File: src/rtl/ad9911_pkg.sv
// Shared definitions for the AD9911 register writer: register map,
// FSM encoding and the address-to-register-width decode.
package ad9911_pkg;

    // AD9911 register addresses
    localparam logic [7:0] CSR   = 8'h00;
    localparam logic [7:0] FR1   = 8'h01;
    localparam logic [7:0] FR2   = 8'h02;
    localparam logic [7:0] CFR   = 8'h03;
    localparam logic [7:0] CTW0  = 8'h04;
    localparam logic [7:0] CPOW0 = 8'h05;
    localparam logic [7:0] ACR   = 8'h06;
    localparam logic [7:0] LSRR  = 8'h07;
    localparam logic [7:0] RDW   = 8'h08;
    localparam logic [7:0] FDW   = 8'h09;
    localparam logic [7:0] CTW1  = 8'h0A;
    localparam logic [7:0] CTW15 = 8'h18;

    // Longest frame: 8-bit instruction plus 32-bit register
    localparam int FRAME_W = 40;

    typedef enum logic [2:0] {
        ST_IDLE  = 3'd0,
        ST_LOAD  = 3'd1,
        ST_SHIFT = 3'd2,
        ST_IOUP  = 3'd3,
        ST_ERR   = 3'd4
    } ad9911_state_t;

    // Register width in bits for an address; 0 marks an invalid address.
    function automatic logic [5:0] addr_width(input logic [7:0] addr);
        logic [5:0] w;
        w = 6'd0;
        case (addr)
            CSR:               w = 6'd8;
            FR1, CFR, ACR:     w = 6'd24;
            FR2, CPOW0, LSRR:  w = 6'd16;
            CTW0:              w = 6'd32;
            default: begin
                if (addr >= RDW && addr <= CTW15) w = 6'd32;
                else                              w = 6'd0;
            end
        endcase
        return w;
    endfunction

    // Full frame left-justified: write instruction byte on top, then the
    // low 'width' bits of data, MSB first; unused low bits are zero.
    function automatic logic [FRAME_W-1:0] frame_word(input logic [7:0]  addr,
                                                      input logic [31:0] data,
                                                      input logic [5:0]  width);
        logic [7:0]  instr;
        logic [31:0] body;
        instr = {1'b0, 2'b00, addr[4:0]};
        body  = data << (6'd32 - width);
        return {instr, body};
    endfunction

endpackage

File: src/rtl/ad9911_sclk_div.sv
// SCLK phase timing: counts CLK_DIV cycles per half-period while enabled
// and flags the last cycle of the low and high phases.
module ad9911_sclk_div
    import ad9911_pkg::*;
#(
    parameter int CLK_DIV = 1
) (
    input  logic clk,
    input  logic rst_n,
    input  logic en,
    output logic rise,
    output logic fall
);

    localparam logic [7:0] LAST = 8'(CLK_DIV - 1);

    logic [7:0] cnt;
    logic       phase;

    // Half-period counter; parked at the start of a low phase when disabled
    always_ff @(posedge clk or negedge rst_n) begin
        if (!rst_n) begin
            cnt   <= 8'd0;
            phase <= 1'b0;
        end else if (!en) begin
            cnt   <= 8'd0;
            phase <= 1'b0;
        end else if (cnt == LAST) begin
            cnt   <= 8'd0;
            phase <= ~phase;
        end else begin
            cnt <= cnt + 8'd1;
        end
    end

    // rise: last low cycle (SCLK goes high next); fall: last high cycle (bit ends)
    assign rise = en && (cnt == LAST) && !phase;
    assign fall = en && (cnt == LAST) &&  phase;

endmodule

File: src/rtl/ad9911_spi_writer.sv
// AD9911 serial register writer: one TR rising edge writes ADDR/DATA as a
// write-instruction frame, then strobes IO_UPDATE.
//
// Handshake: the master raises TR with ADDR/DATA valid; a registered rising
// edge seen while idle is accepted and BUSY rises the next cycle (the
// "ready/ack"). ADDR/DATA are captured on acceptance, so the master may
// drop TR and change inputs once BUSY is seen. BUSY low means a new edge can
// be accepted; a level held on TR never starts a second transfer.
module ad9911_spi_writer
    import ad9911_pkg::*;
#(
    parameter int CLK_DIV     = 1,
    parameter int IOUP_CYCLES = 4
) (
    input  logic          CLOCK_10M,
    input  logic          RESET_N,
    input  logic          TR,
    input  logic [7:0]    ADDR,
    input  logic [31:0]   DATA,
    output logic          BUSY,
    output logic          ADDR_ERR,
    output logic          CS_N,
    output logic          SCLK,
    output logic          SDIO,
    output logic          IO_UPDATE,
    output ad9911_state_t fsm_state
);

    localparam logic [7:0] IOUP_LAST = 8'(IOUP_CYCLES - 1);

    ad9911_state_t      state;
    logic               tr_q;
    logic [FRAME_W-2:0] sreg;
    logic [5:0]         bits_left;
    logic [7:0]         ioup_cnt;
    logic [5:0]         width;
    logic [FRAME_W-1:0] frame;
    logic               tr_rise;
    logic               sclk_rise;
    logic               bit_end;

    assign width     = addr_width(ADDR);
    assign frame     = frame_word(ADDR, DATA, width);
    assign tr_rise   = TR && !tr_q;
    assign fsm_state = state;

    ad9911_sclk_div #(
        .CLK_DIV (CLK_DIV)
    ) u_sclk_div (
        .clk   (CLOCK_10M),
        .rst_n (RESET_N),
        .en    (state == ST_SHIFT),
        .rise  (sclk_rise),
        .fall  (bit_end)
    );

    // Transfer FSM with all interface outputs registered
    always_ff @(posedge CLOCK_10M or negedge RESET_N) begin
        if (!RESET_N) begin
            state     <= ST_IDLE;
            tr_q      <= 1'b0;
            sreg      <= '0;
            bits_left <= 6'd0;
            ioup_cnt  <= 8'd0;
            BUSY      <= 1'b0;
            ADDR_ERR  <= 1'b0;
            CS_N      <= 1'b1;
            SCLK      <= 1'b0;
            SDIO      <= 1'b0;
            IO_UPDATE <= 1'b0;
        end else begin
            tr_q <= TR;
            case (state)
                ST_IDLE: begin
                    if (tr_rise) begin
                        BUSY <= 1'b1;
                        if (width == 6'd0) begin
                            state    <= ST_ERR;
                            ADDR_ERR <= 1'b1;
                        end else begin
                            state     <= ST_LOAD;
                            CS_N      <= 1'b0;
                            SCLK      <= 1'b0;
                            SDIO      <= frame[FRAME_W-1];
                            sreg      <= frame[FRAME_W-2:0];
                            bits_left <= width + 6'd7;
                        end
                    end
                end
                ST_ERR: begin
                    state    <= ST_IDLE;
                    BUSY     <= 1'b0;
                    ADDR_ERR <= 1'b0;
                end
                ST_LOAD: begin
                    // First bit is already on SDIO; its low phase starts in SHIFT
                    state <= ST_SHIFT;
                end
                ST_SHIFT: begin
                    if (sclk_rise) begin
                        SCLK <= 1'b1;
                    end else if (bit_end) begin
                        SCLK <= 1'b0;
                        if (bits_left == 6'd0) begin
                            state     <= ST_IOUP;
                            CS_N      <= 1'b1;
                            SDIO      <= 1'b0;
                            IO_UPDATE <= 1'b1;
                            ioup_cnt  <= IOUP_LAST;
                        end else begin
                            // Next bit changes together with the SCLK fall
                            SDIO      <= sreg[FRAME_W-2];
                            sreg      <= {sreg[FRAME_W-3:0], 1'b0};
                            bits_left <= bits_left - 6'd1;
                        end
                    end
                end
                ST_IOUP: begin
                    if (ioup_cnt == 8'd0) begin
                        state     <= ST_IDLE;
                        IO_UPDATE <= 1'b0;
                        BUSY      <= 1'b0;
                    end else begin
                        ioup_cnt <= ioup_cnt - 8'd1;
                    end
                end
                default: begin
                    state     <= ST_IDLE;
                    BUSY      <= 1'b0;
                    ADDR_ERR  <= 1'b0;
                    CS_N      <= 1'b1;
                    SCLK      <= 1'b0;
                    SDIO      <= 1'b0;
                    IO_UPDATE <= 1'b0;
                end
            endcase
        end
    end

endmodule

File: config.mk
export PLATFORM = sky130hd
export DESIGN_NAME = ad9911_spi_writer
export DESIGN_NICKNAME = d
export VERILOG_FILES = /design/src/rtl/ad9911_pkg.sv /design/src/rtl/ad9911_sclk_div.sv /design/src/rtl/ad9911_spi_writer.sv
export SDC_FILE = /design/constraint.sdc
export NUM_CORES = 1
export LEC_CHECK = 0
export CAP_MARGIN = 40
export CORE_ASPECT_RATIO = 0.7
export CORE_MARGIN = 5
export CORE_UTILIZATION = 60
export CTS_CLUSTER_DIAMETER = 60
export CTS_CLUSTER_SIZE = 20
export DETAILED_ROUTE_END_ITERATION = 10
export PLACE_DENSITY_LB_ADDON = 0.3
export SLEW_MARGIN = 20
export SYNTH_ARGS = -nofsm -noshare
export SYNTH_HDL_FRONTEND = slang
export SYNTH_HIERARCHICAL = 1
export SYNTH_SLANG_ARGS = --single-unit
File: constraint.sdc
create_clock -name CLOCK_10M -period 4.7 [get_ports CLOCK_10M]
set_clock_uncertainty 0.05 [all_clocks]
set_input_delay 0.705 -clock CLOCK_10M [delete_from_list [all_inputs] [get_ports CLOCK_10M]]
set_output_delay 0.705 -clock CLOCK_10M [all_outputs]
set_load 0.005 [all_outputs]
==> results.json <==
{
  "startpoint": "fsm_state[1]",
  "final-setup-viol-count": 0,
  "grt_pass1_wl_mm": 17.7,
  "clkTransAtPathRegs_ns": 0.08,
  "reg2reg_depth": 9,
  "synth_top_family_by_area": "compound AO/OA/AOI/OAI gates",
  "yosys.area.top_type_share_pct": 44.3,
  "synth_flop_cell": "dfrtp_1",
  "ir_drop_uv": 239,
  "fin_nets": 562,
  "numCtsBuffers": 9,
  "synth.area.top_cells": "dfrtp_1, o21ai_0, nand2_1",
  "synth_seq_area_share_pct": 45.0,
  "crit_path_max_incr_delay_ns": 0.65,
  "drtIter0Drc": 572,
  "post_cts_resized": 0,
  "clockBufferDepth": 2,
  "tightestPinTransition_ns": 0.912,
  "fp.coreArea_um2": 6370,
  "tns_ns": 0,
  "worst_slack_ns": 0.655,
  "worstPathRequired_ns": 4.90,
  "vias_per_cell": 6.41,
  "dp_slack_ns": 0.472,
  "crit_chain": "or3b_1 -> clkinv_1 -> inv_1 -> nor4_1 -> nand3b_1 -> a211oi_2 -> or2_1 -> nand2_1 -> o21ai_0",
  "async_flop_share_pct": 100,
  "finalCriticalPeriod_ns": 4.04,
  "postCtsHoldBufs": 0,
  "synth_cells": 469,
  "ys_ff_latch": 72,
  "crit_type": "reg -> reg",
  "start_kind": "flip-flop",
  "p_leak_nw": 1.91,
  "initial_core_util_pct": 63.0,
  "timing.rr.start": "fsm_state[1]",
  "drc": 0,
  "synth.cell_area_um2": 4010,
  "cts_tree": "done",
  "critPathCapture": "sreg[14]",
  "syn2layout_area_growth_pct": 18.9,
  "h-tree-depth": 3,
  "rrSetupSlack_ns": 0.66,
  "power_mw": 1.72,
  "diodes": 0,
  "r2r-end": "sreg[14]",
  "io_buffers": 51,
  "max_freq_ghz": 0.247,
  "period_share_pct": 86.1,
  "synth_most_common_cell": "dfrtp_1",
  "crit_family": "simple AND/OR/NAND/NOR gates",
  "detail-route-antenna-nets": 0,
  "yosys.area.top_type": "dfrtp_1",
  "final_core_util_pct": 74.9,
  "path_buf_inv": 2,
  "syn_area_per_cell_um2": 8.55,
  "synth_common_cells": "dfrtp_1, o21ai_0, nand2_1",
  "gp_congestion": 0.930,
  "die_area_um2": 8440,
  "wl_mm": 10.9,
  "powerDensity_nw_per_um2": 360,
  "clkSinkCount": 72,
  "track_usage_pct": 26.3,
  "synth_compound_area_share_pct": 25.6,
  "gr-total-overflow": 0,
  "path_max_fanout": 17,
  "yosys_warnings": 6,
  "max_cap_viol_count": 0,
  "crit_slowest_cell": "or3b_1",
  "die_w_um": 108,
  "clk_latency_ns": 0.35,
  "grt_max_degree": 43,
  "drtPass1Iterations": 7,
  "slew_viol_final": 0,
  "wl_per_cell_um": 17.9,
  "die_h_um": 78.4,
  "synthAdderAreaFrac_pct": 2.50,
  "post_synth_num_cell_types": 55,
  "clk_root_buffer_cell": "clkbuf_8",
  "antenna_found_initial": 0,
  "fp-row-count": 24,
  "hp-class": "in -> async",
  "cp-end-kind": "flip-flop",
  "status": "finished, final reports clean",
  "io_pins": 52,
  "dp_hpwl_mm": 7.88,
  "synth_mux_area_share_pct": 0,
  "post_cts_buffers": 0,
  "arrival_ns": 4.25,
  "synth_edf_count": 0,
  "crit_cells": 9,
  "via_count": 3890,
  "slew_headroom_pct": 38.7,
  "synth_simple_gate_area_share_pct": 20.9,
  "layout-drive-gt1-share_pct": 6.59,
  "hold_viol": 0,
  "grt_pass1_vias": 3501,
  "synthXorXnorAreaFrac_pct": 1.31,
  "rsz0062_at_grt": "false",
  "synth_nets": 520
}
layer usage:
layer	GRT usage (%)	routed length (µm)	vias up	part of all wire, %
met5	0	0	-	0
met4	7.57	142	0	1.3
met3	5.08	937	17	8.6
met2	38.5	4890	224	45
met1	39.8	4900	1853	45
li1	-	-	1796	-
layout make-up:
class,instances,area (µm²)
fill,462,1600
clock inverter,6,42.5
inverter,14,52.6
timing repair buffer,61,598
multi-input combinational,353,2020
sequential,72,1800
clock buffer,10,138
tap,91,114
cell usage in the layout, fill, tap and decap left out, types with 6 or more instances in the layout:
| cell | netlist | layout |
|---|---|---|
| clkbuf_8 | 0 | 10 |
| o21ai_1 | 7 | 7 |
| inv_1 | 13 | 13 |
| dfrtp_1 | 71 | 71 |
| o21ai_0 | 55 | 55 |
| and2_1 | 9 | 9 |
| ha_1 | 8 | 8 |
| nor3_1 | 9 | 9 |
| or3_1 | 6 | 6 |
| a32oi_1 | 8 | 8 |
| a31oi_1 | 15 | 15 |
| a21oi_1 | 35 | 35 |
| nand2_1 | 52 | 52 |
| nor2_1 | 49 | 48 |
| nand3_1 | 22 | 22 |
| a222oi_1 | 7 | 7 |
| buf_4 | 1 | 8 |
| a22o_1 | 7 | 7 |
| clkdlybuf4s50_1 | 0 | 50 |
how the worst min path moves through the flow:
stage                   from                 to  slack (ns)  cells past startpoint
floorplan            RESET_N           ADDR_ERR        0.36                      0
global placement     sreg[0]            sreg[0]        0.40                      2
detailed placement  sreg[37]           sreg[37]        0.41                      2
CTS                  RESET_N  u_sclk_div/cnt[5]        0.31                      1
global route         RESET_N        ioup_cnt[4]        0.34                      1
finish               RESET_N        ioup_cnt[3]        0.30                      1
power by group:
part	internal, mW	leakage, nW	total [mW]	switching [mW]
registers	0.752	0.941	0.855	0.103
clock network	0.208	0.0891	0.455	0.247
logic	0.184	0.875	0.407	0.223
metrics by stage:
step,hold WS [ns],area [µm²],std cells
global placement,0.400,4550,589
floorplan,0.359,4010,469
CTS,0.310,4760,606
finish,0.302,4770,607
global route,0.340,4770,607
detailed placement,0.415,4580,590
state kept, by name, summed over array words and instances, names as in the netlist:
name / flops
ioup_cnt: 8
ADDR_ERR: 1
BUSY: 1
u_sclk_div/phase: 1
SCLK: 1
bits_left: 6
SDIO: 1
sreg: 39
u_sclk_div/cnt: 8
IO_UPDATE: 1
CS_N: 1
tr_q: 1
fsm_state: 3
cells by family after synthesis:
logic type               count (synthesis)
adder cells (fa/ha/maj)                  8
flip-flops                              72
XOR/XNOR                                 6
AO/OA/AOI/OAI                          164
buffers and inverters                   44
AND/OR/NAND/NOR                        175
No activity file was read; power rests on OpenSTA's default activity.
